==> config.mk <==
export PLATFORM = sky130hd
export DESIGN_NAME = alu_arbiter
export DESIGN_NICKNAME = d
export VERILOG_FILES = /design/src/rtl/alu_pkg.sv /design/src/rtl/ALU_top.sv /design/src/rtl/alu_arbiter.sv
export SDC_FILE = /design/constraint.sdc
export NUM_CORES = 1
export LEC_CHECK = 0
export CAP_MARGIN = 25
export CORE_MARGIN = 10
export CORE_UTILIZATION = 50
export CTS_CLUSTER_SIZE = 25
export DETAILED_ROUTE_END_ITERATION = 7
export HOLD_SLACK_MARGIN = 0.06
export PLACE_DENSITY = 0.79
export SLEW_MARGIN = 20
export SYNTH_ARGS = -nofsm -noshare
export SYNTH_HDL_FRONTEND = slang
export SYNTH_SLANG_ARGS = --single-unit
export TNS_END_PERCENT = 50
==> constraint.sdc <==
create_clock -name clk -period 4.7 [get_ports clk]
set_input_delay 1.175 -clock clk [delete_from_list [all_inputs] [get_ports clk]]
set_output_delay 1.175 -clock clk [all_outputs]
set_load 0.005 [all_outputs]
==> src/rtl/alu_pkg.sv <==
// Shared definitions for the ALU arbiter and the ALU_top datapath.
//   - ALUOp encodings
//   - bit positions of N/V/C/Z inside the 4-bit flags word
//   - arbiter FSM state encoding
//   - helper that packs individual flag bits into the flags word
package alu_pkg;

  localparam int unsigned ALU_W = 32;

  localparam logic [1:0] ALU_AND = 2'b00;
  localparam logic [1:0] ALU_OR  = 2'b01;
  localparam logic [1:0] ALU_ADD = 2'b10;
  localparam logic [1:0] ALU_SUB = 2'b11;

  localparam int unsigned FLAG_N = 3;
  localparam int unsigned FLAG_V = 2;
  localparam int unsigned FLAG_C = 1;
  localparam int unsigned FLAG_Z = 0;

  typedef logic [1:0] alu_state_t;
  localparam alu_state_t IDLE = 2'd0;
  localparam alu_state_t EXEC = 2'd1;
  localparam alu_state_t RESP = 2'd2;

  function automatic logic [3:0] pack_flags(input logic n, input logic v, input logic c,
                                            input logic z);
    logic [3:0] f;
    f         = '0;
    f[FLAG_N] = n;
    f[FLAG_V] = v;
    f[FLAG_C] = c;
    f[FLAG_Z] = z;
    return f;
  endfunction

endpackage

==> src/rtl/ALU_top.sv <==
// Shared 32-bit ALU datapath (purely combinational).
// Ports:
//   a_i, b_i    operands
//   alu_op_i    00 AND, 01 OR, 10 ADD, 11 SUB (A + ~B + 1)
//   result_o    ALU result
//   n_o/v_o/c_o/z_o  negative, signed overflow, carry (no-borrow for SUB), zero
module ALU_top
  import alu_pkg::*;
(
  input  logic [ALU_W-1:0] a_i,
  input  logic [ALU_W-1:0] b_i,
  input  logic [1:0]       alu_op_i,
  output logic [ALU_W-1:0] result_o,
  output logic             n_o,
  output logic             v_o,
  output logic             c_o,
  output logic             z_o
);

  logic [ALU_W-1:0] b_eff;
  logic [ALU_W:0]   sum;
  logic             is_sub;
  logic             is_arith;

  always_comb begin
    is_sub   = (alu_op_i == ALU_SUB);
    is_arith = (alu_op_i == ALU_ADD) || is_sub;
    b_eff    = is_sub ? ~b_i : b_i;
    // The +1 of two's-complement subtraction enters as the carry-in.
    sum      = {1'b0, a_i} + {1'b0, b_eff} + {{ALU_W{1'b0}}, is_sub};
  end

  always_comb begin
    result_o = '0;
    unique case (alu_op_i)
      ALU_AND: result_o = a_i & b_i;
      ALU_OR:  result_o = a_i | b_i;
      ALU_ADD: result_o = sum[ALU_W-1:0];
      ALU_SUB: result_o = sum[ALU_W-1:0];
      default: result_o = '0;
    endcase
  end

  always_comb begin
    n_o = result_o[ALU_W-1];
    z_o = (result_o == '0);
    c_o = is_arith & sum[ALU_W];
    // Overflow: both effective operands share a sign that the sum does not.
    v_o = is_arith & (a_i[ALU_W-1] == b_eff[ALU_W-1]) & (sum[ALU_W-1] != a_i[ALU_W-1]);
  end

endmodule

==> src/rtl/alu_arbiter.sv <==
// Two-port round-robin arbiter/sequencer in front of one shared ALU_top.
// Ports:
//   clk, rst                       clock, asynchronous active-high reset
//   reqN_valid/ready               request handshake per requester (N = 0, 1)
//   reqN_a, reqN_b, reqN_op        operands and ALUOp
//   rspN_valid/ready               response handshake per requester
//   rspN_result, rspN_flags        result and {N,V,C,Z}, zero unless rspN_valid
// Sequence per op: IDLE (grant) -> EXEC (ALU runs on latched operands) -> RESP (hold).
module alu_arbiter
  import alu_pkg::*;
#(
  parameter int unsigned DATA_W   = 32,
  parameter logic        RR_RESET = 1'b0
) (
  input  logic              clk,
  input  logic              rst,

  input  logic              req0_valid,
  output logic              req0_ready,
  input  logic [DATA_W-1:0] req0_a,
  input  logic [DATA_W-1:0] req0_b,
  input  logic [1:0]        req0_op,

  input  logic              req1_valid,
  output logic              req1_ready,
  input  logic [DATA_W-1:0] req1_a,
  input  logic [DATA_W-1:0] req1_b,
  input  logic [1:0]        req1_op,

  output logic              rsp0_valid,
  input  logic              rsp0_ready,
  output logic [DATA_W-1:0] rsp0_result,
  output logic [3:0]        rsp0_flags,

  output logic              rsp1_valid,
  input  logic              rsp1_ready,
  output logic [DATA_W-1:0] rsp1_result,
  output logic [3:0]        rsp1_flags
);

  alu_state_t        state_q, state_d;
  logic              prio_q, prio_d;
  logic              gid_q, gid_d;
  logic [DATA_W-1:0] a_q, a_d;
  logic [DATA_W-1:0] b_q, b_d;
  logic [1:0]        op_q, op_d;
  logic [DATA_W-1:0] result_q, result_d;
  logic [3:0]        flags_q, flags_d;

  logic [DATA_W-1:0] alu_result;
  logic              alu_n, alu_v, alu_c, alu_z;

  logic              in_idle;
  logic              acc0, acc1;
  logic              rsp_done;

  ALU_top u_alu (
    .a_i      (a_q),
    .b_i      (b_q),
    .alu_op_i (op_q),
    .result_o (alu_result),
    .n_o      (alu_n),
    .v_o      (alu_v),
    .c_o      (alu_c),
    .z_o      (alu_z)
  );

  // A port's ready looks only at the other port's valid, so a requester can never
  // create a combinational loop through its own valid.
  always_comb begin
    in_idle    = (state_q == IDLE);
    req0_ready = in_idle & (~req1_valid | ~prio_q);
    req1_ready = in_idle & (~req0_valid |  prio_q);
    acc0       = req0_valid & req0_ready;
    acc1       = req1_valid & req1_ready;
    rsp_done   = gid_q ? rsp1_ready : rsp0_ready;
  end

  always_comb begin
    state_d  = state_q;
    prio_d   = prio_q;
    gid_d    = gid_q;
    a_d      = a_q;
    b_d      = b_q;
    op_d     = op_q;
    result_d = result_q;
    flags_d  = flags_q;
    case (state_q)
      IDLE: begin
        if (acc0) begin
          a_d     = req0_a;
          b_d     = req0_b;
          op_d    = req0_op;
          gid_d   = 1'b0;
          state_d = EXEC;
        end else if (acc1) begin
          a_d     = req1_a;
          b_d     = req1_b;
          op_d    = req1_op;
          gid_d   = 1'b1;
          state_d = EXEC;
        end
      end
      EXEC: begin
        result_d = alu_result;
        flags_d  = pack_flags(alu_n, alu_v, alu_c, alu_z);
        state_d  = RESP;
      end
      RESP: begin
        // Priority moves only when a response completes.
        if (rsp_done) begin
          prio_d  = ~gid_q;
          state_d = IDLE;
        end
      end
      default: state_d = IDLE;
    endcase
  end

  always_ff @(posedge clk or posedge rst) begin
    if (rst) begin
      state_q  <= IDLE;
      prio_q   <= RR_RESET;
      gid_q    <= 1'b0;
      a_q      <= '0;
      b_q      <= '0;
      op_q     <= '0;
      result_q <= '0;
      flags_q  <= '0;
    end else begin
      state_q  <= state_d;
      prio_q   <= prio_d;
      gid_q    <= gid_d;
      a_q      <= a_d;
      b_q      <= b_d;
      op_q     <= op_d;
      result_q <= result_d;
      flags_q  <= flags_d;
    end
  end

  always_comb begin
    rsp0_valid  = (state_q == RESP) & ~gid_q;
    rsp1_valid  = (state_q == RESP) &  gid_q;
    rsp0_result = rsp0_valid ? result_q : '0;
    rsp0_flags  = rsp0_valid ? flags_q  : '0;
    rsp1_result = rsp1_valid ? result_q : '0;
    rsp1_flags  = rsp1_valid ? flags_q  : '0;
  end

endmodule

After elaboration in Yosys (flattened, before gate mapping)
Index checks and enable logic that the tools add are counted.
- register bits: 106
- word-level logic and storage cells: 65
- input bits: 138
- add/sub/neg operators: 2
- multiplexer cells: 19
- reductions and logical operators: 9
- bitwise operators: 18
- equal/unequal tests: 9
- operators by type and width (kind ; count):
    $mux 32 ; 7
    $pmux 32 s3 ; 1
    $add 32x32->33 ; 1
    $add 33x1->33 ; 1
    $and 32x32->32 ; 1
    $logic_not 32->1 ; 1
    $not 32->32 ; 1
    $or 32x32->32 ; 1
    $mux 2 ; 5
    $and 1x1->1 ; 9
    $mux 4 ; 2
    $eq 2x2->1 const B ; 3
    $pmux 2 s3 ; 1
    $reduce_and 2->1 ; 3
    $eq 2x1->1 const B ; 2
    $logic_not 2->1 ; 2
    $not 1->1 ; 4
    $mux 1 ; 3
    $ne 3x1->1 const B ; 1
    $ne 2x2->1 const B ; 1
    $or 1x1->1 ; 2
    $reduce_bool 2->1 ; 1
    $reduce_or 2->1 ; 1
    $eq 1x1->1 ; 1
    other kinds (2) ; 2

Depth between registers and ports, before layout
Gate-level depths: netlist (run 1).
- depth after elaboration: 7
- mapped depth: 16
- gate-level depth less buffers: 14

Modules after synthesis
From an unflattened synthesis (run 1), not the netlist that was laid out.
- cells, all modules: 957
- area, all modules: 8695.8 um^2
- by module, submodules not included (module ; cells each ; area an instance (um^2) ; instances ; seq. area each (um^2)):
    alu_arbiter ; 487 ; 5499.0 ; 1 ; 2652.5
    ALU_top ; 470 ; 3196.8 ; 1 ; 0.0

Worst setup path after synthesis (run 1)
No wires, ideal clock.
- kind: register to register
- start: register op_q[1]
- end: register flags_q[0]
- clock period less this slack: 3.435 ns
- required time: 4.634 ns
- path buffers: 2
- setup slack: 1.265 ns
- cell stages (with the launch flop): 16
- data arrival time: 3.369 ns
- path through: dfrtp_1 -> buf_4 -> nand2_4 -> clkbuf_1 -> xnor2_1 -> ha_1 -> a21o_1 -> a31o_1 -> nor2_1 -> o31ai_1 -> a211oi_1 -> a21o_1 -> a311oi_1 -> a2111oi_0 -> nand4_1 -> nand2_1
- word-level cells in the longest chain between the ends: 6
- elaborated cells on any way between the ends: 10
- classes of those cells: add/sub (2); eq/ne (3); mux (2); reduce/logical (3)
- ends and longest elaborated chain (item ; RTL line ; text):
    from (decl) ; alu_arbiter.sv:46 ; logic [1:0] op_q, op_d;
    from (signal assigned) ; alu_arbiter.sv:136 ; op_q <= op_d;
    $eq 2x2->1 ; ALU_top.sv:26, ALU_top.sv:35 ;
    $mux 32 ; ALU_top.sv:28 ; b_eff = is_sub ? ~b_i : b_i;
    $add 32x32->33 ; ALU_top.sv:30 ; sum = {1'b0, a_i} + {1'b0, b_eff} + {{ALU_W{1'b0}}, is_sub};
    $add 33x1->33 ; ALU_top.sv:30 ;
    $pmux 32 s3 * ; ALU_top.sv:35 ; unique case (alu_op_i)
    $logic_not 32->1 * ; ALU_top.sv:46 ; z_o = (result_o == '0);
    to (signal assigned) ; alu_arbiter.sv:138 ; flags_q <= flags_d;
    to (decl) ; alu_arbiter.sv:48 ; logic [3:0] flags_q, flags_d;
Every way passes the cells marked *; elsewhere a longest branch is shown, timed or not.
A chain may end at the register's enable or synchronous reset.

Worst setup path in the final report (run 1)
- start: input port req1_valid
- end: output port req0_ready
- word-level cells in the longest chain between the ends: 3
- ends and longest elaborated chain (item ; RTL line ; text):
    from (decl) ; alu_arbiter.sv:24 ; input logic req1_valid,
    $not 1->1 ; alu_arbiter.sv:72 ; req0_ready = in_idle & (~req1_valid | ~prio_q);
    $or 1x1->1 ; alu_arbiter.sv:72 ;
    $and 1x1->1 ; alu_arbiter.sv:72 ;
    to (decl) ; alu_arbiter.sv:19 ; output logic req0_ready,
No other way between the ends.

==> results of run 1 <==
## worst paths after layout
path | start | end | slack [ns]
max reg2reg | op_q[1]$_DFFE_PP0P_ | flags_q[0]$_DFFE_PP0N_ | 0.86
min reg2reg | result_q[23]$_DFFE_PP0N_ | result_q[23]$_DFFE_PP0N_ | 0.49
min | result_q[23]$_DFFE_PP0N_ | result_q[23]$_DFFE_PP0N_ | 0.49
min in group asynchronous | rst | gid_q$_DFFE_PP0P_ | 1.34
max in group asynchronous | rst | a_q[23]$_DFFE_PP0P_ | 2.52
max | req1_valid | req0_ready | 0.81
## per-stage QoR
| step | hold slack, ns | instances |
|---|---|---|
| 3_5_place_dp | 0.476 | 1343 |
| 3_3_place_gp | 0.468 | 1343 |
| 5_1_grt | 0.531 | 1359 |
| 2_1_floorplan | 0.444 | 971 |
| 4_1_cts | 0.490 | 1359 |
| 6_report | 0.486 | 1359 |
## layout by cell type (no fill, tap or decap), types with 5 or more instances in the layout
master	instances
o21ai_0	51
xnor2_1	42
nand4_1	12
xor2_1	10
ha_1	38
o21ai_1	5
mux2i_1	70
o211ai_1	8
maj3_1	13
dfrtp_1	104
nor4_1	5
nor3_1	16
a211oi_1	11
clkdlybuf4s50_1	213
nand2b_1	9
nand2_1	82
nand3_1	6
inv_1	18
a31oi_1	6
a21o_1	12
o31ai_1	6
mux2_2	10
buf_4	10
nor2_1	103
a21oi_1	132
and3_1	69
clkbuf_16	9
## area by class of cell
type / instances / area [µm²] / share of cell area [%]
inverters: 19 / 73.8 / 0.696
flip-flops and latches: 105 / 2630 / 24.8
clock buffers: 14 / 264 / 2.49
multi-input cells: 779 / 5070 / 47.9
well taps: 216 / 270 / 2.55
repair buffers: 224 / 2230 / 21.0
clock inverters: 2 / 60.1 / 0.567
## layer usage
layer / wire [µm] / global-route usage (%)
met2: 10200 / 31.5
met4: 295 / 4.55
met3: 2110 / 5.66
met1: 11000 / 29.7
met5: 0 / 0
## sequential cells by signal, indices dropped and copies added (netlist names)
signal,cells
state_q,2
flags_q,3
gid_q,1
a_q,32
b_q,32
op_q,2
prio_q,1
result_q,32
## critical path, stage by stage
cell,delay [ns]
clkdlybuf4s50_1,0.45
a211oi_1,0.48
clkdlybuf4s50_1,0.61
## cell families after synthesis
family / share of synthesized area [%]
AND/OR/NAND/NOR: 19.6
AO/OA/AOI/OAI: 19.9
flip-flops: 32.7
buffers and inverters: 4.23
multiplexers: 10.1
XOR/XNOR: 5.68
adder cells (fa/ha/maj): 7.80
==> run metrics, run 1 <==
outcome finished clean; Fillers 1329; Clock transition at path regs approximately 0.070 ns; DR pass1 iterations 6; Placement Cell Area 10300 µm²; clk_skew about 0.010 ns; cell area after layout approximately 11000 µm²; Port Buffer Count 213; Resize count post-CTS 0; Residual DRC 0; worst-path maximum fanout 3; Setup CP Type input pin to primary output; Hold Vio Cnt, Final 0; CTS tree yes; maxcap violations 0; DRT iter0 DRCs roughly 620; die height between 100 and 150 µm; Routed Antenna Nets 0; final core utilization 67.0%; Die Width 147 µm; fin crit period 3.89 ns; CTS HTree Levels 3; CP arrival 2.71 ns; clock tree buffer depth 2; worst hold path class flop to flop; post-CTS setup repair buffer count 0; initial antenna violation count 0; Gate Count Post-Synth 971; Inserted Clock Buffers 9; most frequent cell after synthesis a21oi_1; number of global-route vias before repair roughly 7500; Synth top cells by count a21oi_1 (132), dfrtp_1 (105), nor2_1 (103); fin nets roughly 1300; Synth Flop Type dfrtp_1; relative slew slack 44.7%; actual slew at the worst max-slew pin 0.829 ns; Worst Setup Start Kind input pin; largest net degree at the start of global routing 134; asr flop ratio synth 100%; syn_area_per_cell ~8.3 µm²; syn nets 1148; WL/cell 17.4 µm; EDFF count, synth 0; clock tree sinks 105; Tcrit/Tclk final 82.7%; top cell type by total area after synthesis dfrtp_1; reg2reg path depth 14; HPWL Detailed ~18 mm; # diodes 0; fraction of layout cells with a size suffix above 1 4.46%; Area Growth Syn to Fin 32.1%; Post-Place Worst Slack 0.837 ns; Initial Util 50.7%; Vias/cell 5.71; post-synth top area share 32.7%; worst-skew pair later-pin latency around 0.35 ns; # hold bufs at CTS 0; Total Neg Setup Slack 0 ns; WL final approximately 24 mm; Area contributors post-synth dfrtp_1 (33%), mux2i_1 (8.7%), a21oi_1 (8.2%); global-route wire length before repair around 38 mm; # IOs 214; Mapped Area roughly 8000 µm²; hold path cells 2; Req. time, crit path approximately 3.5 ns; Yosys warnings 0; Total GRT Usage 21.1%; total core area about 16000 µm²; sequential share of the synthesized area between 30% and 40%; # rows 46; Fmax achieved 257 MHz; Final Max Slew Viols 0; post-synthesis cell type count 64; crit end category primary output; GP Congestion 1.01; DIE AREA 21500 µm²; final worst setup slack a little over 0.8 ns; vias ~7800; clock root cell clkbuf_16; final setup vio count 0; RSZ-0062 raised after global routing false; grt total ovfl 0; Yosys reg bits around 110
Power of run 1 is left out: the tool's default activity adds up to more than one toggle a clock period on the data nets, which glitch-free logic cannot reach.
==> run 2, diff against run 1 <==
--- a/config.mk
+++ b/config.mk
@@ -7,11 +7,11 @@
 export LEC_CHECK = 0
 export CAP_MARGIN = 25
 export CORE_MARGIN = 10
-export CORE_UTILIZATION = 50
+export CORE_UTILIZATION = 45
 export CTS_CLUSTER_SIZE = 25
 export DETAILED_ROUTE_END_ITERATION = 7
 export HOLD_SLACK_MARGIN = 0.06
-export PLACE_DENSITY = 0.79
+export PLACE_DENSITY = 0.75
 export SLEW_MARGIN = 20
 export SYNTH_ARGS = -nofsm -noshare
 export SYNTH_HDL_FRONTEND = slang
==> constraint.sdc (replaced) <==
create_clock -name clk -period 3.2 [get_ports clk]
set_input_delay 0.8 -clock clk [delete_from_list [all_inputs] [get_ports clk]]
set_output_delay 0.8 -clock clk [all_outputs]
set_load 0.005 [all_outputs]
==> run metrics, run 2 (synthesis results as in run 1) <==
outcome complete, but fails checks; failing checks negative setup slack; Fmax achieved roughly 300 MHz; Initial Util 46.1% (-4.6 points); clock tree sinks 105 (unchanged); CTS HTree Levels 3 (unchanged); die height 154 µm (+4.7%); number of global-route vias before repair 8258 (+10%); DRT iter0 DRCs 516 (-17%); Vias/cell 5.46 (-4.4%); relative slew slack 52.3% (+7.6 points); # hold bufs at CTS 0 (unchanged); Port Buffer Count 213 (unchanged); actual slew at the worst max-slew pin 0.716 ns (-0.113 ns); DIE AREA 23600 µm² (+9.6%); Inserted Clock Buffers 9 (unchanged); GP Congestion 0.919 (-8.9%); clk_skew 0.0104 ns (-0.0000221 ns); Die Width 154 µm (+4.7%); worst-skew pair later-pin latency 0.35 ns (about the same); WL final 26.7 mm (+13%); Routed Antenna Nets 0 (unchanged); initial antenna violation count 0 (unchanged); Residual DRC 0 (unchanged); final setup vio count 5 (+5); largest net degree at the start of global routing 106 (-21%); fraction of layout cells with a size suffix above 1 20.9% (+16 points); Final Max Slew Viols 0 (unchanged); fin nets 1480 (+13%); vias 8362 (+7.8%); Worst Setup SP op_q[1]$_DFFE_PP0P_; Total GRT Usage 21.6% (+0.55 points); maxcap violations 0 (unchanged); Tcrit/Tclk final 104%; Worst Setup Start Kind flop; Fillers 1480 (+11%); crit end category flop; most common cell after layout, fill and taps aside clkdlybuf4s50_1; commonest non-fill, non-tap cells in the layout clkdlybuf4s50_1 (213), buf_4 (161), a21oi_1 (120), dfrtp_1 (104), nor2_1 (101); Req. time, crit path 3.49 ns (-0.03 ns); worst-path maximum fanout 5 (+2); largest registers a_q: 32 flops, b_q: 32 flops, result_q: 32 flops; final worst setup slack -0.118 ns (-0.933 ns); RSZ-0062 raised after global routing true; Setup CP Type flop to flop; worst hold path class flop to flop; # rows 48 (+4.3%); worst reg2reg path startpoint op_q[1]$_DFFE_PP0P_; total core area 17400 µm² (+10%); CTS tree yes; grt total ovfl 0 (unchanged); fin crit period 3.32 ns; global-route wire length before repair 43.0 mm (+13%); # IOs 214 (unchanged); Area Growth Syn to Fin 52.8%; WL/cell 17.4 µm (about the same); clock root cell clkbuf_16; clock tree buffer depth 2 (unchanged); CP arrival 3.61 ns (+0.90 ns); Total Neg Setup Slack -0.207 ns (-0.207 ns); # diodes 0 (unchanged); Hold Vio Cnt, Final 0 (unchanged); Worst Hold Launch result_q[10]$_DFFE_PP0N_; DR pass1 iterations 7 (+1); Clock transition at path regs 0.07 ns (about the same); HPWL Detailed 20.7 mm (+13%); WHS 0.491 ns (+0.00555 ns)
run 2: cell types whose count changed in the layout (fill, tap and decap cells not counted), sizes merged:
cell	previous run	this run
clkbuf	14	12
clkinvlp	0	1
clkinv	0	2
bufinv	2	1
inv	19	18
buf	11	176
run 2: repair_timing:
item,CTS,global route
gates resized for setup,39,54
pin swaps,34,31
setup buffers,18,11
gates cloned,0,0
endpoints found under the setup margin,4,16
endpoints found under the hold margin,0,0
run 2: through the flow:
stage | utilization, % | setup slack [ns] | std cells | cell area (µm²)
after floorplan | - | -0.235 | 971 | 8030
after global placement | 65.1 | -0.220 | 1491 | 11300
after detailed placement | 65.1 | -0.205 | 1491 | 11300
after CTS | 68.6 | -0.0188 | 1522 | 11900
after global routing | 70.4 | -0.294 | 1532 | 12300
final | 70.4 | -0.118 | 1532 | 12300
run 2: path summary, 6_finish.rpt:
path / slack, ns / end / cells past startpoint
max in group asynchronous: 1.80 / op_q[1]$_DFFE_PP0P_ / 3
min: 0.49 / result_q[10]$_DFFE_PP0N_ / 2
min reg2reg: 0.49 / result_q[10]$_DFFE_PP0N_ / 2
max: -0.12 / flags_q[0]$_DFFE_PP0N_ / 17
min in group asynchronous: 0.95 / state_q[0]$_DFFE_PP0P_ / 3
max reg2reg: -0.12 / flags_q[0]$_DFFE_PP0N_ / 17
run 2: per-layer routing:
metal  track usage, %  share of wire, %
met1             29.6                46
met3             5.89               8.0
met5                0                 0
met2             33.0                44
met4             5.44               1.7
run 2: critical path, stage by stage, from the launching register on:
cell,delay [ns]
dfrtp_2,0.42
nand2_4,0.13
buf_6,0.13
xnor2_4,0.12
inv_2,0.06
fa_2,0.39
nand3b_1,0.22
a21oi_2,0.22
buf_4,0.14
nor2_2,0.04
o31ai_1,0.19
buf_4,0.18
xor2_1,0.07
mux2_2,0.29
a2111oi_1,0.26
and4b_1,0.25
nand4_1,0.07
nand2_1,0.07
run 2: layout make-up:
| type | instances | area (µm²) | area share (%) |
|---|---|---|---|
| Sequential cell | 105 | 2630 | 21.4 |
| Tap cell | 225 | 282 | 2.30 |
| Clock inverter | 3 | 40.0 | 0.326 |
| Timing Repair Buffer | 389 | 3550 | 28.9 |
| Inverter | 19 | 75.1 | 0.612 |
| Clock buffer | 12 | 256 | 2.09 |
| Multi-Input combinational cell | 779 | 5430 | 44.3 |
Power of run 2 is left out for the same reason.
